### config.mk
export PLATFORM = sky130hd
export DESIGN_NAME = hamming_dec
export DESIGN_NICKNAME = d
export VERILOG_FILES = /design/src/rtl/hamming_dec.sv
export SDC_FILE = /design/constraint.sdc
export NUM_CORES = 1
export LEC_CHECK = 0
export ABC_CLOCK_PERIOD_IN_PS = 3330
export BUFFER_PORTS_ARGS = -buffer_cell sky130_fd_sc_hd__buf_4
export CAP_MARGIN = 25
export CORE_UTILIZATION = 45
export DETAILED_ROUTE_END_ITERATION = 12
export HOLD_SLACK_MARGIN = 0.12
export PLACE_DENSITY = 0.85
export SLEW_MARGIN = 10
export SYNTH_ARGS = -nofsm -noshare
export SYNTH_HDL_FRONTEND = slang
export SYNTH_SLANG_ARGS = --single-unit
### constraint.sdc
create_clock -name clk -period 3.33 [get_ports clk]
set_clock_uncertainty 0.1 [all_clocks]
set_input_delay 0 -clock clk [delete_from_list [all_inputs] [get_ports clk]]
set_output_delay 0 -clock clk [all_outputs]
set_load 0.02 [all_outputs]
### src/rtl/hamming_dec.sv
// rtl/hamming_dec.sv - two-stage (12,8) Hamming SEC decoder; error counters under HAMMING_DEC_COUNTERS_EN
module hamming_dec #(
    parameter int CNT_W = 16
) (
    input  logic             clk,
    input  logic             rst_n,
    input  logic             in_valid,
    output logic             in_ready,
    input  logic [11:0]      code_in,
    output logic             out_valid,
    input  logic             out_ready,
    output logic [7:0]       data_out,
    output logic [3:0]       syndrome,
    output logic             corrected,
    output logic             uncorrectable,
    input  logic             cnt_clear,
    output logic [CNT_W-1:0] corr_cnt,
    output logic [CNT_W-1:0] uncorr_cnt
);

    localparam logic [3:0] SYN_LAST_POS = 4'd12;

    function automatic logic [3:0] calc_syndrome(input logic [11:0] c);
        logic s1, s2, s4, s8;
        s1 = c[0] ^ c[2] ^ c[4] ^ c[6] ^ c[8] ^ c[10];
        s2 = c[1] ^ c[2] ^ c[5] ^ c[6] ^ c[9] ^ c[10];
        s4 = c[3] ^ c[4] ^ c[5] ^ c[6] ^ c[11];
        s8 = c[7] ^ c[8] ^ c[9] ^ c[10] ^ c[11];
        return {s8, s4, s2, s1};
    endfunction

    function automatic logic [7:0] extract_payload(input logic [11:0] c);
        return {c[11:8], c[6:4], c[2]};
    endfunction

    logic        s1_valid_q, s1_valid_d;
    logic [11:0] s1_code_q, s1_code_d;
    logic [3:0]  s1_syn_q, s1_syn_d;

    logic        s2_valid_q, s2_valid_d;
    logic [7:0]  s2_data_q, s2_data_d;
    logic [3:0]  s2_syn_q, s2_syn_d;
    logic        s2_corr_q, s2_corr_d;
    logic        s2_unc_q, s2_unc_d;

    logic        s2_adv;
    logic        s1_load;
    logic        s2_load;
    logic [11:0] fixed_code;
    logic        syn_corr;
    logic        syn_unc;

    assign s2_adv   = !s2_valid_q || out_ready;
    assign in_ready = !s1_valid_q || s2_adv;
    assign s1_load  = in_valid && in_ready;
    assign s2_load  = s1_valid_q && s2_adv;

    assign syn_corr = (s1_syn_q != 4'd0) && (s1_syn_q <= SYN_LAST_POS);
    assign syn_unc  = (s1_syn_q > SYN_LAST_POS);

    // Syndrome 13..15 matches no loop index, so those words pass through raw.
    always_comb begin
        fixed_code = s1_code_q;
        for (int i = 0; i < 12; i++) begin
            if (s1_syn_q == 4'(i + 1)) begin
                fixed_code[i] = ~s1_code_q[i];
            end
        end
    end

    always_comb begin
        s1_valid_d = s1_valid_q;
        s1_code_d  = s1_code_q;
        s1_syn_d   = s1_syn_q;
        if (s1_load) begin
            s1_valid_d = 1'b1;
            s1_code_d  = code_in;
            s1_syn_d   = calc_syndrome(code_in);
        end else if (s2_adv) begin
            s1_valid_d = 1'b0;
        end
    end

    always_comb begin
        s2_valid_d = s2_valid_q;
        s2_data_d  = s2_data_q;
        s2_syn_d   = s2_syn_q;
        s2_corr_d  = s2_corr_q;
        s2_unc_d   = s2_unc_q;
        if (s2_adv) begin
            s2_valid_d = s1_valid_q;
        end
        if (s2_load) begin
            s2_data_d = extract_payload(fixed_code);
            s2_syn_d  = s1_syn_q;
            s2_corr_d = syn_corr;
            s2_unc_d  = syn_unc;
        end
    end

    always_ff @(posedge clk or negedge rst_n) begin
        if (!rst_n) begin
            s1_valid_q <= 1'b0;
            s1_code_q  <= '0;
            s1_syn_q   <= '0;
            s2_valid_q <= 1'b0;
            s2_data_q  <= '0;
            s2_syn_q   <= '0;
            s2_corr_q  <= 1'b0;
            s2_unc_q   <= 1'b0;
        end else begin
            s1_valid_q <= s1_valid_d;
            s1_code_q  <= s1_code_d;
            s1_syn_q   <= s1_syn_d;
            s2_valid_q <= s2_valid_d;
            s2_data_q  <= s2_data_d;
            s2_syn_q   <= s2_syn_d;
            s2_corr_q  <= s2_corr_d;
            s2_unc_q   <= s2_unc_d;
        end
    end

    assign out_valid     = s2_valid_q;
    assign data_out      = s2_data_q;
    assign syndrome      = s2_syn_q;
    assign corrected     = s2_corr_q;
    assign uncorrectable = s2_unc_q;

`ifdef HAMMING_DEC_COUNTERS_EN
    logic [CNT_W-1:0] corr_cnt_q, corr_cnt_d;
    logic [CNT_W-1:0] uncorr_cnt_q, uncorr_cnt_d;
    logic             out_fire;

    assign out_fire = s2_valid_q && out_ready;

    // Clear wins over a same-cycle increment; both counters stick at all-ones.
    always_comb begin
        corr_cnt_d   = corr_cnt_q;
        uncorr_cnt_d = uncorr_cnt_q;
        if (cnt_clear) begin
            corr_cnt_d   = '0;
            uncorr_cnt_d = '0;
        end else if (out_fire) begin
            if (s2_corr_q && (corr_cnt_q != '1)) begin
                corr_cnt_d = corr_cnt_q + CNT_W'(1);
            end
            if (s2_unc_q && (uncorr_cnt_q != '1)) begin
                uncorr_cnt_d = uncorr_cnt_q + CNT_W'(1);
            end
        end
    end

    always_ff @(posedge clk or negedge rst_n) begin
        if (!rst_n) begin
            corr_cnt_q   <= '0;
            uncorr_cnt_q <= '0;
        end else begin
            corr_cnt_q   <= corr_cnt_d;
            uncorr_cnt_q <= uncorr_cnt_d;
        end
    end

    assign corr_cnt   = corr_cnt_q;
    assign uncorr_cnt = uncorr_cnt_q;
`else
    logic unused_cnt_clear;

    assign unused_cnt_clear = cnt_clear;
    assign corr_cnt         = '0;
    assign uncorr_cnt       = '0;
`endif

endmodule

# --- After elaboration in Yosys (flattened, before gate mapping) ---
# Index checks and enable logic that the tools add are counted.
classes:
  order_cmp: 2
  n_eq_ne: 8
  mux: 10
  bitwise_logic: 26
  reduce_logical: 9
ops:
  columns: ["cell", "n"]
  rows:
  - ["$xor 1x1->1", 18]
  - ["$eq 4x4->1 const B", 4]
  - ["$eq 4x3->1 const B", 3]
  - ["$mux 1", 10]
  - ["$not 1->1", 8]
  - ["$eq 4x2->1 const B", 1]
  - ["$gt 4x4->1 const B", 1]
  - ["$le 4x4->1 const B", 1]
  - ["$reduce_bool 4->1", 1]
  - ["$logic_and 1x1->1", 3]
  - ["$logic_not 1->1", 2]
  - ["$logic_or 1x1->1", 2]
  - ["$reduce_bool 2->1", 1]
totals:
  ff_bits: 32
  in_bits: 17
  out_inout_bits: 48
  wordCells: 63

# --- Logic depth before layout (Yosys ltp) ---
# Gate-level depths: netlist of the first run.
depth:
  depth_word: 5
  depth_mapped: 4

# --- Least setup slack after synthesis of the first run ---
# Ideal clock, no wire load.
synth_timing:
  kind: "flip-flop to flip-flop"
  from: "reg s2_valid_q (netlist: out_valid)"
  to: "reg s1_code_q[10]"
  t_arrival_ps: 1477
  required_time_ps: 3105
  slack_ps: 1628
  stages_incl_launch_ff: 5
  period_less_slack_ps: 1702
  cell_sequence: "dfrtp_1 > nand3b_1 > nand2_1 > buf_2 > mux2_2"
synth_between:
  elab_chain_len: 4
synth_lines:
  columns: ["item", "line_no", "rtl"]
  rows:
  - ["start, declared", "40", "logic s2_valid_q, s2_valid_d;"]
  - ["start signal, assigned", "115", "s2_valid_q <= s2_valid_d;"]
  - ["$logic_not 1->1", "53", "assign s2_adv = !s2_valid_q || out_ready;"]
  - ["$logic_or 1x1->1", "53", null]
  - ["$logic_or 1x1->1", "54", "assign in_ready = !s1_valid_q || s2_adv;"]
  - ["net in_ready", "8", "output logic in_ready,"]
  - ["$logic_and 1x1->1", "55", "assign s1_load = in_valid && in_ready;"]
  - ["end signal, assigned", "113", "s1_code_q <= s1_code_d;"]
  - ["end, declared", "37", "logic [11:0] s1_code_q, s1_code_d;"]
# The timed path passes the listed nets, and every way through them passes these cells.
# A chain may end at the register's enable or synchronous reset.

# --- Worst setup path after layout of the first run ---
layout_timing:
  from: "in code_in[4]"
  to: "reg s1_syn_q[0]"
layout_between:
  elab_chain_len: 4
layout_lines:
  columns: ["item", "line_no", "rtl"]
  rows:
  - ["start, declared", "9", "input logic [11:0] code_in,"]
  - ["$xor 1x1->1 (4 in series)", "25", "s1 = c[0] ^ c[2] ^ c[4] ^ c[6] ^ c[8] ^ c[10];"]
  - ["end signal, assigned", "114", "s1_syn_q <= s1_syn_d;"]
  - ["end, declared", "38", "logic [3:0] s1_syn_q, s1_syn_d;"]
# No other way between the ends.

==> impl_metrics.ini, run 1 <==
[logic_synthesis]
synth_mux_area_frac = 0.171
synthAdderAreaFrac = 0
ys_warn_count = 0
synth.distinct_cells = 18
synth_edf_count = 0
synth_ff_type = dfrtp_1
synth_seq_cells = 28
synth_top_area_cell = dfrtp_1
async_flop_share = 1.00
synthTopCellsByArea = dfrtp_1 (43%), mux2_2 (17%), buf_4 (15%), xnor3_1 (5.5%), and4bb_2 (4.6%)
avgSynthCellArea_um2 = 12.6
synth_xor_area_frac = 0.140
synth_cells = 131
synth_top_family_by_area = multiplexers
synth-compound-area-share = 0.0129
synth_seq_area_share = 0.426
synth_top_area_frac = 0.426
synth.cell_area_um2 = 1640
yosys.area_share.simple = 0.0830

[routing]
top_layer = met4
wl_per_cell_um = 12.8
wirelength_mm = 2.81
wl_met3_um = 114
drtIter0Drc = 11
met1Wirelength_mm = 1.09
dr_wl_met2_mm = 1.54
drc = 0
vias_per_cell = 4.65
num_vias = 1019
firstDrtPassIters = 4
ant_nets = 0

[cts]
cts_resized = 0
cts_tree = done
cts_setup_buffers = 0
clock_latency_ps = 320
root_buffer = clkbuf_4
hold_buffers = 15
cts_buffer_depth = 2
numCtsBuffers = 3
ctsHtreeMaxLevel = 1
cts.sinks = 28
clk_pin_slew_worst_paths_ps = 140

[critical_path]
max_stage_delay_ps = 570
crit_type = primary input to register
cp_common_cell = dlygate4sd3_1
critPathRequiredTime_ps = 3500
critPathMaxFanout = 2
crit_path_end_kind = register
crit_slowest_cell = dlygate4sd3_1
critPathLaunchType = primary input
cpLargestDelayFamily = buffers and inverters
crit_chain = dlygate4sd3_1 > buf_4 > xor2_1 > xnor3_1 > a31oi_1 > dlygate4sd3_1
cp_num_buf_inv = 3
worstPathArrival_ps = 2090

[power_and_ir_drop]
switchingPower_uw = 434
power.share.clock = 0.114
combinationalPowerShare = 0.436
internal-power_uw = 763
power.leakage_uw = 0.000936
power_frac_seq = 0.450
power.density_nw_per_um2 = 610
power_switching_share = 0.363
peakVddDrop_mv = 0.321

[cells_and_area]
final_common_cell = conb_1
nets = 192
final_cell_mix = conb_1 (32), buf_4 (31), dfrtp_1 (28)
stdcell_count = 219
synthToLayoutAreaGrowth_pct = 19.4
n_antenna_cell = 0
drive_gt1_frac = 0.382

[global_route]
antenna_found_initial = 0
grt_max_degree = 29
grt-ovfl-total = 0
grt_first_pass_wirelength_mm = 4.84
grt_pass1_vias = 1031
track_usage = 0.162

[timing]
fin_ws_ps = 1410
setup_tns_ps = 0
timing.final.crit_share = 0.576
hold_viol = 0
worstMarginPinSlew_ps = 584
drv_slew = 0
fmax_ghz = 0.521
setup_viol = 0
slew_headroom = 0.610
rsz0062_at_grt = false
min_period_ps = 1920

[placement]
pre_cts_slack_ps = 1800
dp_hpwl_mm = 1.88
io_buffer_count = 31
dpl.cell_count = 201
place_congestion = 0.753

[floorplan]
die_h_um = 62.4
initial_core_util = 0.481
ios = 65
placementRows = 21
die-area_um2 = 3900
core_um2 = 3420
chipWidth_um = 62.4

[flow_run]
drv_cap = 0

[worst_hold_path]
hp-class = primary input to register

[run_status]
outcome = completed
==> sequential cells by signal (all words and copies together), names as in the netlist <==
name           count
s1_code_q          8
out_valid          1
s1_syn_q           4
s1_valid_q         1
uncorrectable      1
syndrome           4
data_out           8
corrected          1
==> power groups by stage <==
stage | logic [µW] | clock network, µW | registers, µW
floorplan | 297 | 0 | 598
CTS | 523 | 140 | 540
global route | 557 | 151 | 559
global placement | 489 | 0 | 542
finish | 522 | 136 | 539
detailed placement | 503 | 0 | 547
==> worst register-to-register path, stage by stage, from the launching register on <==
cell and delay, ps:
dfrtp_1 390, nand3b_1 170, nand2_1 420, mux2_2 400
==> stage by stage <==
step / total power (µW) / cell area (µm²) / hold slack [ps] / util
final: 1200 / 1960 / 154 / 0.575
after global routing: 1270 / 1960 / 167 / 0.575
after CTS: 1200 / 1960 / 153 / 0.575
after detailed placement: 1050 / 1780 / -163 / 0.521
after global placement: 1030 / 1780 / -174 / 0.521
after floorplan: 895 / 1760 / -396 / -
==> cell families after synthesis <==
group           Yosys count
simple gates             16
mux                      25
xor+xnor                 20
buf+inv                  38
flops                    28
compound gates            3
other cells               1
==> final timing paths <==
path,start,to,slack (ps),cells past startpoint
max,code_in[4],s1_syn_q[0]$_DFFE_PN0P_,1410,6
min,code_in[7],s1_syn_q[3]$_DFFE_PN0P_,150,4
max reg2reg,s1_valid_q$_DFFE_PN0P_,s1_syn_q[3]$_DFFE_PN0P_,1750,3
min reg2reg,data_out[3]$_DFFE_PN0P_,data_out[3]$_DFFE_PN0P_,420,1
max in group asynchronous,rst_n,syndrome[3]$_DFFE_PN0P_,2410,4
min in group asynchronous,rst_n,s1_code_q[4]$_DFFE_PN0P_,570,4
==> routing by layer <==
metal	vias to the layer above	track usage
met2	50	0.307
met3	7	0.0201
met4	0	0.0698
li1	468	-
met1	494	0.179
met5	-	0
==> synth_stat cells, drive strengths merged, types with 2 or more instances <==
library cell	instances
buf	38
dfrtp	28
mux2	25
xnor2	8
xor2	8
and4bb	6
xnor3	4
nand2b	3
nand2	2
nand4b	2
==> cell type report <==
type	instances	area, µm²
clock buffers	3	22.5
well taps	46	57.6
flip-flops and latches	28	701
repair buffers	46	393
multi-input cells	96	790
fillers	271	1450
No activity file was read; power rests on OpenSTA's default activity.
==> run 2, diff against run 1 <==
--- a/config.mk
+++ b/config.mk
@@ -5,7 +5,7 @@
 export SDC_FILE = /design/constraint.sdc
 export NUM_CORES = 1
 export LEC_CHECK = 0
-export ABC_CLOCK_PERIOD_IN_PS = 3330
+export ABC_CLOCK_PERIOD_IN_PS = 2000
 export BUFFER_PORTS_ARGS = -buffer_cell sky130_fd_sc_hd__buf_4
 export CAP_MARGIN = 25
 export CORE_UTILIZATION = 45
==> constraint.sdc (replaced) <==
create_clock -name clk -period 2 [get_ports clk]
set_clock_uncertainty 0.1 [all_clocks]
set_input_delay 0 -clock clk [delete_from_list [all_inputs] [get_ports clk]]
set_output_delay 0 -clock clk [all_outputs]
set_load 0.02 [all_outputs]
==> impl_metrics.ini, run 2 (same netlist as run 1, synthesis figures left out) <==
[power_and_ir_drop]
power_frac_seq = 0.440
power.leakage_uw = 0.000944
switchingPower_uw = 742
power.density_nw_per_um2 = 1030
internal-power_uw = 1310
peakVddDrop_mv = 0.570
combinationalPowerShare = 0.425
power.share.clock = 0.135
power_switching_share = 0.361

[critical_path]
reg2reg_to = s1_code_q[2]$_DFFE_PN0P_
critPathRequiredTime_ps = 2180
crit_chain = dlygate4sd3_1 > buf_4 > xor2_2 > xnor3_1 > a31oi_1 > dlygate4sd3_1
critPathLaunchType = primary input
rr_worst_depth = 3
max_stage_delay_ps = 570
crit_type = primary input to register
crit_path_end_kind = register
critPathMaxFanout = 3
crit_slowest_cell = dlygate4sd3_1
r2r-start = out_valid$_DFFE_PN0P_
worstPathArrival_ps = 2070
cp_common_cell = dlygate4sd3_1
reg2reg_slack_ps = 390

[global_route]
antenna_found_initial = 0
grt-ovfl-total = 0
grt_max_degree = 29
grt_pass1_vias = 1042
grt_first_pass_wirelength_mm = 4.80
track_usage = 0.159

[routing]
top_layer = met4
num_vias = 1024
wl_per_cell_um = 13.2
wl_met3_um = 117
vias_per_cell = 4.65
ant_nets = 0
drtIter0Drc = 18
dr_wl_met2_mm = 1.57
drc = 0
wirelength_mm = 2.91
firstDrtPassIters = 4
met1Wirelength_mm = 1.16

[floorplan]
ios = 65
core_um2 = 3420
chipWidth_um = 62.4
placementRows = 21
die_h_um = 62.4
initial_core_util = 0.481
die-area_um2 = 3900

[cts]
root_buffer = clkbuf_4
numCtsBuffers = 3
cts_tree = done
ctsHtreeMaxLevel = 1
cts.sinks = 28
clock_latency_ps = 330
clk_pin_slew_worst_paths_ps = 140
cts_buffer_depth = 2

[timing]
timing.hold.ws_ps = 167
fmax_ghz = 0.529
setup_tns_ps = 0
setup_viol = 0
slew_headroom = 0.610
hold_viol = 0
worstMarginPinSlew_ps = 584
fin_ws_ps = 108
timing.final.crit_share = 0.946
rsz0062_at_grt = false
drv_slew = 0
min_period_ps = 1890

[worst_hold_path]
hp-class = primary input to register
hold_path_depth = 4
hold_path_end = s1_syn_q[1]$_DFFE_PN0P_
hold_start = code_in[1]

[flow_run]
drv_cap = 0

[placement]
dp_hpwl_mm = 1.90
pre_cts_slack_ps = 471
place_congestion = 0.753
post_dp_cell_area_um2 = 1780
io_buffer_count = 31

[cells_and_area]
final_common_cell = conb_1
nets = 192
final_cell_area_um2 = 1980
drive_gt1_frac = 0.391
synthToLayoutAreaGrowth_pct = 20.7
n_antenna_cell = 0
final_cell_mix = conb_1 (32), buf_4 (31), dfrtp_1 (28)

[run_status]
outcome = completed
[run 2: changes by cell type in the layout (fill, tap and decap cells not counted), sizes merged]
cell / before / now
clkbuf: 3 / 4
[run 2: cell type report]
cell class / instances / area, µm²
fill: 265 / 1430
multi-input combinational: 96 / 797
clock buffer: 4 / 36.3
tap: 46 / 57.6
timing repair buffer: 46 / 393
sequential: 28 / 701
[run 2: through the flow]
| stage | total power, µW | utilization | std cells |
|---|---|---|---|
| finish | 2050 | 0.581 | 220 |
| global route | 2160 | 0.581 | 220 |
| CTS | 2050 | 0.579 | 220 |
| detailed placement | 1750 | 0.521 | 201 |
| global placement | 1720 | 0.521 | 201 |
| floorplan | 1490 | - | 162 |
[run 2: how the worst max path moves through the flow]
stage	start	to	cells after the start
floorplan	out_valid$_DFFE_PN0P_	s1_code_q[10]$_DFFE_PN0P_	4
global placement	out_valid$_DFFE_PN0P_	s1_code_q[4]$_DFFE_PN0P_	3
detailed placement	s1_valid_q$_DFFE_PN0P_	s1_syn_q[3]$_DFFE_PN0P_	3
CTS	code_in[4]	s1_syn_q[0]$_DFFE_PN0P_	6
global route	code_in[4]	s1_syn_q[0]$_DFFE_PN0P_	6
finish	code_in[6]	s1_syn_q[0]$_DFFE_PN0P_	6
[run 2: per-layer routing]
metal  up-vias  global-route usage
li1        471                   -
met1       492               0.182
met4         0              0.0640
met5         -                   0
met3         7              0.0182
met2        54               0.296
[run 2: worst max-delay path: cells and delay by family]
family / cells / cell delay (ps)
buffers and inverters: 3 / 1280
AO/OA/AOI/OAI: 1 / 170
XOR/XNOR: 2 / 620
[run 2: power by group through the flow]
| stage | Sequential, µW | Clock [µW] | Combinational [µW] |
|---|---|---|---|
| finish | 904 | 277 | 873 |
| detailed placement | 916 | 0 | 836 |
| CTS | 904 | 280 | 871 |
| global route | 934 | 295 | 932 |
| floorplan | 995 | 0 | 495 |
| global placement | 903 | 0 | 814 |
[run 2: repair_timing]
item	in CTS	in global routing
endpoints found under the setup margin	0	1
gates resized for setup	0	1
hold buffers	15	0
hold endpoints to repair	42	0
setup buffers	0	0
==> run 3, diff against run 2 <==
--- a/config.mk
+++ b/config.mk
@@ -5,13 +5,13 @@
 export SDC_FILE = /design/constraint.sdc
 export NUM_CORES = 1
 export LEC_CHECK = 0
-export ABC_CLOCK_PERIOD_IN_PS = 2000
+export ABC_CLOCK_PERIOD_IN_PS = 1700
 export BUFFER_PORTS_ARGS = -buffer_cell sky130_fd_sc_hd__buf_4
 export CAP_MARGIN = 25
-export CORE_UTILIZATION = 45
+export CORE_UTILIZATION = 44
 export DETAILED_ROUTE_END_ITERATION = 12
 export HOLD_SLACK_MARGIN = 0.12
-export PLACE_DENSITY = 0.85
+export PLACE_DENSITY = 0.86
 export SLEW_MARGIN = 10
 export SYNTH_ARGS = -nofsm -noshare
 export SYNTH_HDL_FRONTEND = slang
==> constraint.sdc (replaced) <==
create_clock -name clk -period 1.7 [get_ports clk]
set_clock_uncertainty 0.1 [all_clocks]
set_input_delay 0 -clock clk [delete_from_list [all_inputs] [get_ports clk]]
set_output_delay 0 -clock clk [all_outputs]
set_load 0.02 [all_outputs]
==> impl_metrics.ini, run 3 (same netlist as run 1, synthesis figures left out) <==
[run_status]
outcome = completed

[timing]
min_period_ps = 1550
rsz0062_at_grt = false
setup_tns_ps = 0
fin_ws_ps = 151
setup_viol = 0
hold_viol = 0
fmax_ghz = 0.646
drv_slew = 0
timing.hold.ws_ps = 124
timing.final.crit_share = 0.911

[flow_run]
drv_cap = 0

[critical_path]
reg2reg_slack_ps = 230
path_depth = 5
crit_path_end_kind = register
cp_num_buf_inv = 2
cpLargestDelayFamily = buffers and inverters
crit_slowest_cell = dlygate4sd3_1
worstPathArrival_ps = 1610
critPathMaxFanout = 2
critPathLaunchType = primary input
crit_type = primary input to register
crit_chain = dlygate4sd3_1 > buf_4 > xnor2_1 > xnor3_1 > mux2_2
max_stage_delay_ps = 540
critPathRequiredTime_ps = 1760
rr_worst_depth = 3

[cts]
cts.sinks = 28
cts_tree = done
root_buffer = clkbuf_8
clock_latency_ps = 270
ctsHtreeMaxLevel = 1
cts_setup_buffers = 0
numCtsBuffers = 3
clk_pin_slew_worst_paths_ps = 90
cts_buffer_depth = 2

[cells_and_area]
drive_gt1_frac = 0.393
synthToLayoutAreaGrowth_pct = 21.3
n_antenna_cell = 0
fin_util = 0.575
final_cell_mix = conb_1 (32), buf_4 (32), dfrtp_1 (28)
fillers = 302
nets = 191

[routing]
wirelength_mm = 2.68
vias_per_cell = 4.47
firstDrtPassIters = 3
drc = 0
drtIter0Drc = 19
num_vias = 978
ant_nets = 0
wl_per_cell_um = 12.2

[floorplan]
chipWidth_um = 63.1
ios = 65
initial_core_util = 0.474
core_um2 = 3470
die-area_um2 = 3980
die_h_um = 63.1
placementRows = 21

[placement]
io_buffer_count = 31
dp_hpwl_mm = 1.88
place_congestion = 0.733
pre_cts_slack_ps = 143

[global_route]
grt-ovfl-total = 0
grt_max_degree = 29
track_usage = 0.142
grt_pass1_vias = 959
grt_first_pass_wirelength_mm = 4.40
antenna_found_initial = 0

[power_and_ir_drop]
power_switching_share = 0.333
power.share.clock = 0.199
combinationalPowerShare = 0.387
switchingPower_uw = 861
peakVddDrop_mv = 0.771
power.leakage_uw = 0.000956
power_frac_seq = 0.414
power.density_nw_per_um2 = 1300
internal-power_uw = 1730

[worst_hold_path]
hold_path_depth = 4
hp-class = primary input to register
-- run 3: stage by stage --
step,area [µm²],std cells,total power [µW]
floorplan,1760,162,1750
global placement,1790,202,2030
detailed placement,1790,202,2060
CTS,1990,219,2610
global route,1990,219,2730
finish,1990,219,2590
-- run 3: area by class of cell --
| class | count | area (µm²) | share of cell area |
|---|---|---|---|
| Timing Repair Buffer | 45 | 373 | 0.187 |
| Clock buffer | 3 | 41.3 | 0.0207 |
| Tap cell | 46 | 57.6 | 0.0289 |
| Multi-Input combinational cell | 96 | 792 | 0.397 |
| Sequential cell | 28 | 701 | 0.351 |
| Clock inverter | 1 | 30.0 | 0.0151 |
-- run 3: timing repair --
| item | in CTS | in global routing |
|---|---|---|
| hold buffers | 13 | 0 |
| setup endpoints to repair | 0 | 11 |
| hold endpoints to repair | 39 | 0 |
| resized for setup | 0 | 2 |
-- run 3: path summary, 6_finish.rpt --
path / startpoint / to
worst max-delay path: code_in[9] / s1_syn_q[1]$_DFFE_PN0P_
worst min-delay path: code_in[4] / s1_syn_q[2]$_DFFE_PN0P_
worst max register to register: out_valid$_DFFE_PN0P_ / s1_code_q[6]$_DFFE_PN0P_
worst min register to register: corrected$_DFFE_PN0P_ / corrected$_DFFE_PN0P_
max in group asynchronous: rst_n / s1_code_q[5]$_DFFE_PN0P_
min in group asynchronous: rst_n / uncorrectable$_DFFE_PN0P_
-- run 3: layer usage --
layer  part of all wire  GRT usage  routed length (µm)
met4             0.0052     0.0610                  14
met3              0.041     0.0236                 109
met1               0.43      0.176                1140
met5                  0          0                   0
met2               0.53      0.242                1410
-- run 3: power by group through the flow --
| stage | Clock, µW | Sequential [µW] | Combinational, µW |
|---|---|---|---|
| after global placement | 0 | 1070 | 957 |
| after CTS | 527 | 1070 | 1010 |
| after detailed placement | 0 | 1080 | 977 |
| after global routing | 552 | 1110 | 1070 |
| after floorplan | 0 | 1170 | 583 |
| final | 515 | 1070 | 1000 |
-- run 3: tightest hold or removal path: stages --
cell     delay, ps
buf_4           90
xor2_1          90
xnor2_1        150
mux2_2         140
